===== src/rtl/mem_port_arbiter.sv =====
// mem_port_arbiter
// Shares one single-ported, fixed-latency memory between the instruction-fetch
// requester (i_*) and the load/store requester (d_*).
//
// A request is accepted in IDLE, strobed to memory for one cycle in ISSUE,
// waits MEM_LAT cycles for read data in WAIT, and completes with a one-cycle
// ready pulse in RESP. Every output is a register, so gnt_i/gnt_d can drive
// the downstream steering mux select without any combinational path from the
// request inputs.
//
// Build option: define ARB_FIXED_PRIO_EN so that a tie always goes to the data
// side. Without it, a tie goes to the side that was not served last
// (round-robin). Timing and handshake are the same in both builds.
//
// state | meaning
// ------+-------------------------------------------------------------
// IDLE  | no access in flight; arbitrate and latch the winning request
// ISSUE | mem_en strobe with the latched address/data/we; load counter
// WAIT  | count down the read latency; capture mem_rdata on the last one
// RESP  | one-cycle ready to the winner; remember the winner for fairness

module mem_port_arbiter #(
    parameter int N       = 32,
    parameter int MEM_LAT = 2
) (
    input  logic         clk,
    input  logic         reset,

    input  logic         i_req,
    input  logic [N-1:0] i_addr,
    output logic [N-1:0] i_rdata,
    output logic         i_ready,

    input  logic         d_req,
    input  logic         d_we,
    input  logic [N-1:0] d_addr,
    input  logic [N-1:0] d_wdata,
    output logic [N-1:0] d_rdata,
    output logic         d_ready,

    output logic         mem_en,
    output logic         mem_we,
    output logic [N-1:0] mem_addr,
    output logic [N-1:0] mem_wdata,
    input  logic [N-1:0] mem_rdata,

    output logic         gnt_i,
    output logic         gnt_d
);

    // MEM_LAT = 1 still needs a one-bit counter.
    localparam int            CW       = (MEM_LAT < 2) ? 1 : $clog2(MEM_LAT + 1);
    localparam logic [CW-1:0] CNT_LOAD = CW'(MEM_LAT);
    localparam logic [CW-1:0] CNT_LAST = CW'(1);

    typedef enum logic [1:0] {
        IDLE  = 2'd0,
        ISSUE = 2'd1,
        WAIT  = 2'd2,
        RESP  = 2'd3
    } state_t;

    state_t        state;
    logic [CW-1:0] cnt;
    logic          last_gnt;   // 1: data side was served last
    logic          lat_we;     // winner's we, kept past ISSUE to gate the rdata capture
    logic          pick_d;     // 1: data side wins the current arbitration

    // Winner for the IDLE cycle; only used when at least one request is high.
    always_comb begin
        pick_d = 1'b0;
        if (d_req && !i_req) begin
            pick_d = 1'b1;
        end else if (d_req && i_req) begin
`ifdef ARB_FIXED_PRIO_EN
            pick_d = 1'b1;
`else
            pick_d = ~last_gnt;
`endif
        end
    end

    // Access sequencer: latches the winner, strobes memory, times the read
    // latency and returns data with a ready pulse.
    always_ff @(posedge clk or posedge reset) begin
        if (reset) begin
            state     <= IDLE;
            cnt       <= '0;
            last_gnt  <= 1'b1;
            lat_we    <= 1'b0;
            i_rdata   <= '0;
            d_rdata   <= '0;
            i_ready   <= 1'b0;
            d_ready   <= 1'b0;
            mem_en    <= 1'b0;
            mem_we    <= 1'b0;
            mem_addr  <= '0;
            mem_wdata <= '0;
            gnt_i     <= 1'b0;
            gnt_d     <= 1'b0;
        end else begin
            // Strobe and ready are single-cycle; memory-side fields are zero
            // whenever mem_en is low.
            i_ready   <= 1'b0;
            d_ready   <= 1'b0;
            mem_en    <= 1'b0;
            mem_we    <= 1'b0;
            mem_addr  <= '0;
            mem_wdata <= '0;

            case (state)
                IDLE: begin
                    if (i_req || d_req) begin
                        // The mem_* registers are the latched request; they are
                        // presented during ISSUE and cleared afterwards.
                        mem_en    <= 1'b1;
                        gnt_i     <= ~pick_d;
                        gnt_d     <= pick_d;
                        lat_we    <= pick_d & d_we;
                        mem_we    <= pick_d & d_we;
                        mem_addr  <= pick_d ? d_addr : i_addr;
                        mem_wdata <= pick_d ? d_wdata : '0;
                        state     <= ISSUE;
                    end
                end

                ISSUE: begin
                    cnt   <= CNT_LOAD;
                    state <= WAIT;
                end

                WAIT: begin
                    if (cnt == CNT_LAST) begin
                        if (gnt_i) begin
                            i_rdata <= mem_rdata;
                        end else if (!lat_we) begin
                            d_rdata <= mem_rdata;
                        end
                        i_ready <= gnt_i;
                        d_ready <= gnt_d;
                        cnt     <= '0;
                        state   <= RESP;
                    end else begin
                        cnt <= cnt - CNT_LAST;
                    end
                end

                RESP: begin
                    last_gnt <= gnt_d;
                    gnt_i    <= 1'b0;
                    gnt_d    <= 1'b0;
                    lat_we   <= 1'b0;
                    state    <= IDLE;
                end

                default: begin
                    gnt_i <= 1'b0;
                    gnt_d <= 1'b0;
                    state <= IDLE;
                end
            endcase
        end
    end

endmodule


===== config.mk =====
export PLATFORM = sky130hd
export DESIGN_NAME = mem_port_arbiter
export DESIGN_NICKNAME = d
export VERILOG_FILES = /design/src/rtl/mem_port_arbiter.sv
export SDC_FILE = /design/constraint.sdc
export NUM_CORES = 1
export LEC_CHECK = 0
export BUFFER_PORTS_ARGS = -buffer_cell sky130_fd_sc_hd__buf_4
export CAP_MARGIN = 5
export CORE_ASPECT_RATIO = 1.1
export CORE_MARGIN = 1.5
export CORE_UTILIZATION = 25
export DETAILED_ROUTE_END_ITERATION = 6
export REMOVE_ABC_BUFFERS = 1
export SLEW_MARGIN = 20
export SYNTH_ARGS = -nofsm -noshare
export SYNTH_HDL_FRONTEND = slang
export SYNTH_SLANG_ARGS = --single-unit

===== constraint.sdc =====
create_clock -name clk -period 6.1 [get_ports clk]
set_clock_uncertainty 0.1 [all_clocks]
set_input_delay 0.61 -clock clk [delete_from_list [all_inputs] [get_ports clk]]
set_output_delay 0.61 -clock clk [all_outputs]
set_load 0.03 [all_outputs]

; ---- After elaboration in Yosys (flattened, before gate mapping)
; Cells that the tools add are included.
[classes]
add_sub_neg = 1
n_eq_ne = 6
mux = 27
bitwise_logic = 5
reduce_logical = 11
[op_table]
columns = cell, count
row1 = 32-bit two-way mux, 6
row2 = 1-bit two-way mux, 13
row3 = 2-bit one-hot mux with 4 select lines, 1
row4 = 2-bit two-way mux, 3
row5 = 1-bit one-hot mux with 2 select lines, 3
row6 = "2-bit by 1-bit == test with 1-bit output, second input constant", 2
row7 = "2-bit == test, second input constant", 2
row8 = "2-bit inequality test, second input constant", 2
row9 = 1-bit inverter, 4
row10 = 2-bit one-hot mux with 2 select lines, 1
row11 = 2-bit AND reduction, 2
row12 = 4-bit AND reduction, 1
row13 = 2-bit nonzero test, 2
row14 = 3-bit AND reduction, 1
row15 = 1-bit logical AND, 2
row16 = 2-bit logical NOT, 1
row17 = "2-bit by 1-bit subtractor with 2-bit output, second input constant", 1
row18 = 1-bit AND, 1
row19 = 1-bit logical NOT, 1
row20 = 1-bit logical OR, 1
[totals]
reg_bits = 140
inputBits = 133
out_inout_bits = 134

; ---- Depth between registers and ports, before layout
[depth]
word_depth = 6
mapped_depth = 7
ltp_nobuf = 5

; ---- Worst setup path before layout
; OpenSTA, ideal clock, no wires.
[synth_path]
path_kind = flip-flop to flip-flop
start = register state[0]
end = register d_rdata[16]
setup_ns = 0.125
arrival_ns = 1.507
required_time_ns = 5.875
slack_ns = 4.368
stages_incl_launch_ff = 7
n_path_buf = 1
period_less_slack_ns = 1.732
path_cell_list = dfrtp_1 > inv_1 > ha_1 > nand2_1 > nor3_4 > buf_6 > mux2_2
[synth_via]
elab_chain_cells = 2
[synth_rtl]
columns = item, line
row1 = start: declaration, 63  ; state_t state;
row2 = start signal: assignment, 87  ; state <= IDLE;
row3 = start signal: assignment, 123  ; state <= ISSUE;
row4 = start signal: assignment, 129  ; state <= WAIT;
row5 = 2-bit == test, 111  ; case (state)
row6 = 4-bit AND reduction (no source line), -
row7 = end signal: assignment, 137  ; d_rdata <= mem_rdata;
row8 = end: declaration, 38  ; output logic [N-1:0] d_rdata,
; No other way between the ends.
; A chain may end at the register's enable or synchronous reset.

; ---- Worst setup path after layout
[layout_path]
start = register state[0]
end = register i_rdata[29]
[layout_via]
elab_chain_cells = 2
[layout_rtl]
columns = item, line
row1 = 2-bit == test, 111
row2 = 3-bit AND reduction (no source line), -
row3 = end signal: assignment, 135  ; i_rdata <= mem_rdata;
row4 = end: declaration, 31  ; output logic [N-1:0] i_rdata,
; No other way between the ends.

==> reports/results.tsv <==
stage	metric	value	unit
status	status	finished, final reports clean	
timing	fin_setup_tns	0	ns
global_route	use_met2	22.2	%
placement	placed_area	7510	sq um
global_route	grt_pass1_vias	4342	
finish	area_growth_syn_to_layout	54.3	%
finish	final_cells	936	
placement	place_hpwl	9.73	mm
logic_synthesis	synth_compound_area_share	4.78	%
setup_path	crit_path_start	state[0]	
logic_synthesis	netlist_top_cells_count	dfrtp_1, nand2_1, mux2_2	
power_and_ir_drop	p_per_area	506	nW/um^2
timing	fmax	440	MHz
timing	post-route-worst-setup-slack	3.83	ns
route	first_iter_violations	120	
global_route	met1_usage	14.2	%
setup_path	ff2ff_setup_slack	3.83	ns
global_route	grt_use_total	13.1	%
global_route	antenna_found_initial	0	
logic_synthesis	synthFlopType	dfrtp_1	
floorplan	fp-row-count	55	
logic_synthesis	yosysMostFrequentCell	dfrtp_1	
logic_synthesis	synth.distinct_cells	28	
logic_synthesis	yosys.area_share.simple	10.6	%
route	viasPerCell	4.29	
timing	slew_headroom	39.1	%
logic_synthesis	synth-xor-area-share	0	%
logic_synthesis	synth_top_area_share	66.1	%
finish	nFillCells	2029	
floorplan	core	20600	sq um
power_and_ir_drop	ir_drop	0.000166	V
clocking	cts_made_buffers	17	
setup_path	endpoint	i_rdata[29]	
global_route	grt_overflow	0	
floorplan	die_x	141	um
timing	rsz0062_at_grt	no	
global_route	grtUsageMet3	6.43	%
global_route	busiest_layer	met2	
setup_path	arrival	2.45	ns
logic_synthesis	ys_ff_latch	140	
flow_run	cap_violations	0	
clocking	ctsRootBufferMaster	clkbuf_16	
timing	tightestPinTransition	0.913	ns
placement	post-place-ws	3.75	ns
logic_synthesis	synth_edf_count	0	
global_route	grt_pass1_wl	22.2	mm
logic_synthesis	synthTopCellsByArea	dfrtp_1, mux2_2, nand2_1, and3_1, a21oi_1	
logic_synthesis	synth-warning-count	0	
hold_path	hp-class	in2async	
clocking	clock_path_buffers	2	
route	wl_per_cell	14.7	um
route	detail_route.drc_violations	0	
setup_path	critPathCaptureType	register	
finish	final_util	39.3	%
floorplan	ios	267	
logic_synthesis	ys_seq_area_share	66.6	%
setup_path	r2r.worst_path.cells	4	
finish	drive_above_1_share	54.9	%
finish	diodes	0	
logic_synthesis	synth_top_family_by_area	multiplexers	
clocking	cts-resized-gates	0	
timing	finalCritPeriodShare	37.3	%
clocking	cts_hold_buffers	0	
clocking	clock_sinks	140	
timing	setup_violations	0	
clocking	cts_max_level	4	
floorplan	die_y	155	um
setup_path	r2r_start	state[0]	
route	vias	4019	
power_and_ir_drop	leakage	4.26	nW
route	routed_wl	13.7	mm
timing	min_period	2.27	ns
logic_synthesis	synth_mux_area_share	14.1	%
floorplan	die-area	21900	sq um
finish	finalInstanceArea	8120	sq um
logic_synthesis	synth_cells	401	
floorplan	start_util	25.5	%
logic_synthesis	synth_area	5270	sq um
setup_path	cp_max_fo	33	
timing	drv_slew	0	
global_route	grt_max_degree	75	
placement	dp.cells	904	
clocking	cts_setup_buffers	0	
timing	finalHoldViolations	0	
logic_synthesis	syn_avg_cell_area	13.1	sq um
finish	layout.nets	804	
setup_path	cp.required	6.28	ns
logic_synthesis	synthArstFlopShare	100	%
logic_synthesis	yosysTopAreaCell	dfrtp_1	
clocking	cts_tree	built	
setup_path	r2r-end	i_rdata[29]	
logic_synthesis	synth_fa_ha_area_share	0.951	%
clocking	insertion_delay	0.41	ns
setup_path	critPathLaunchType	register	
placement	place_congestion	0.745	
clocking	cts.clk_slew.worst_paths	0.06	ns
setup_path	crit_type	reg2reg	
placement	io_buffers	266	
route	first_pass_iters	4	
route	postRouteAntennaNets	0	
[worst max-delay path: stages (launching register included)]
cell and delay (ns):
dfrtp_1 0.39, inv_1 0.09, ha_1 0.25, nand3_2 0.72
mux2_2 0.57
[how the worst min path moves through the flow]
stage,startpoint,to,slack (ns),depth (start not counted)
3_5_place_dp,d_rdata[21],d_rdata[21],0.38,1
6_report,reset,d_rdata[0],0.20,2
2_1_floorplan,state[0],state[0],0.39,1
4_1_cts,reset,d_rdata[0],0.23,2
5_1_grt,reset,d_rdata[0],0.24,2
3_3_place_gp,d_rdata[21],d_rdata[21],0.38,1
[registers in the layout, summed over array words and instances (netlist names)]
name,cells
lat_we,1
mem_wdata,32
mem_we,1
gnt_i,1
cnt,2
mem_en,1
state,2
i_ready,1
i_rdata,32
mem_addr,32
d_ready,1
d_rdata,32
gnt_d,1
last_gnt,1
[cell type report]
cell class                 instances  area [sq um]  share of cell area (%)
clock buffer                      20           457                    5.62
clock inverter                    12           159                    1.96
inverter                           8          35.0                   0.431
multi-input combinational        229          1610                    19.8
sequential                       140          3500                    43.2
tap                              256           320                    3.94
timing repair buffer             271          2030                    25.1
[logic make-up (layout without fill, tap and decap cells)]
| logic type | count (synthesis) | after routing |
|---|---|---|
| flip-flops | 140 | 140 |
| AND/OR/NAND/NOR | 113 | 113 |
| multiplexers | 66 | 66 |
| AO/OA/AOI/OAI | 46 | 46 |
| buffers and inverters | 32 | 311 |
| adder cells (fa/ha/maj) | 4 | 4 |
[metal layers]
layer	up-vias	wire, um
li1	1889	-
met1	1927	5160
met2	192	6880
met3	11	1490
met4	0	188
met5	-	0
[where the power goes]
part / total [mW] / switching [mW] / internal [mW]
registers: 1.38 / 0.147 / 1.24
clock network: 1.07 / 0.399 / 0.670
logic: 1.65 / 0.989 / 0.665
total: 4.11 / 1.53 / 2.57
[cell usage in the layout, fill, tap and decap left out, drive strengths merged]
| cell | Yosys | routed |
|---|---|---|
| a211o | 1 | 1 |
| a21bo | 1 | 1 |
| a21boi | 1 | 1 |
| a21oi | 34 | 34 |
| a31oi | 2 | 2 |
| and3 | 34 | 34 |
| buf | 12 | 271 |
| bufinv | 0 | 3 |
| clkbuf | 12 | 20 |
| clkinv | 0 | 3 |
| clkinvlp | 0 | 2 |
| dfrtp | 139 | 139 |
| dfstp | 1 | 1 |
| ha | 4 | 4 |
| inv | 8 | 12 |
| mux2 | 66 | 66 |
| nand2 | 65 | 65 |
| nand2b | 3 | 3 |
| nand3 | 4 | 4 |
| nor2 | 1 | 1 |
| nor2b | 2 | 2 |
| nor3 | 1 | 1 |
| nor3b | 3 | 3 |
| o21ai | 6 | 6 |
| o22a | 1 | 1 |
[per-stage QoR]
stage,hold WS (ns),total power [mW]
after floorplan,0.389,2.38
after global placement,0.380,3.05
after detailed placement,0.382,3.08
after CTS,0.232,4.17
after global routing,0.238,4.35
final,0.196,4.11
Note: power is estimated with default switching activity, not from simulation.
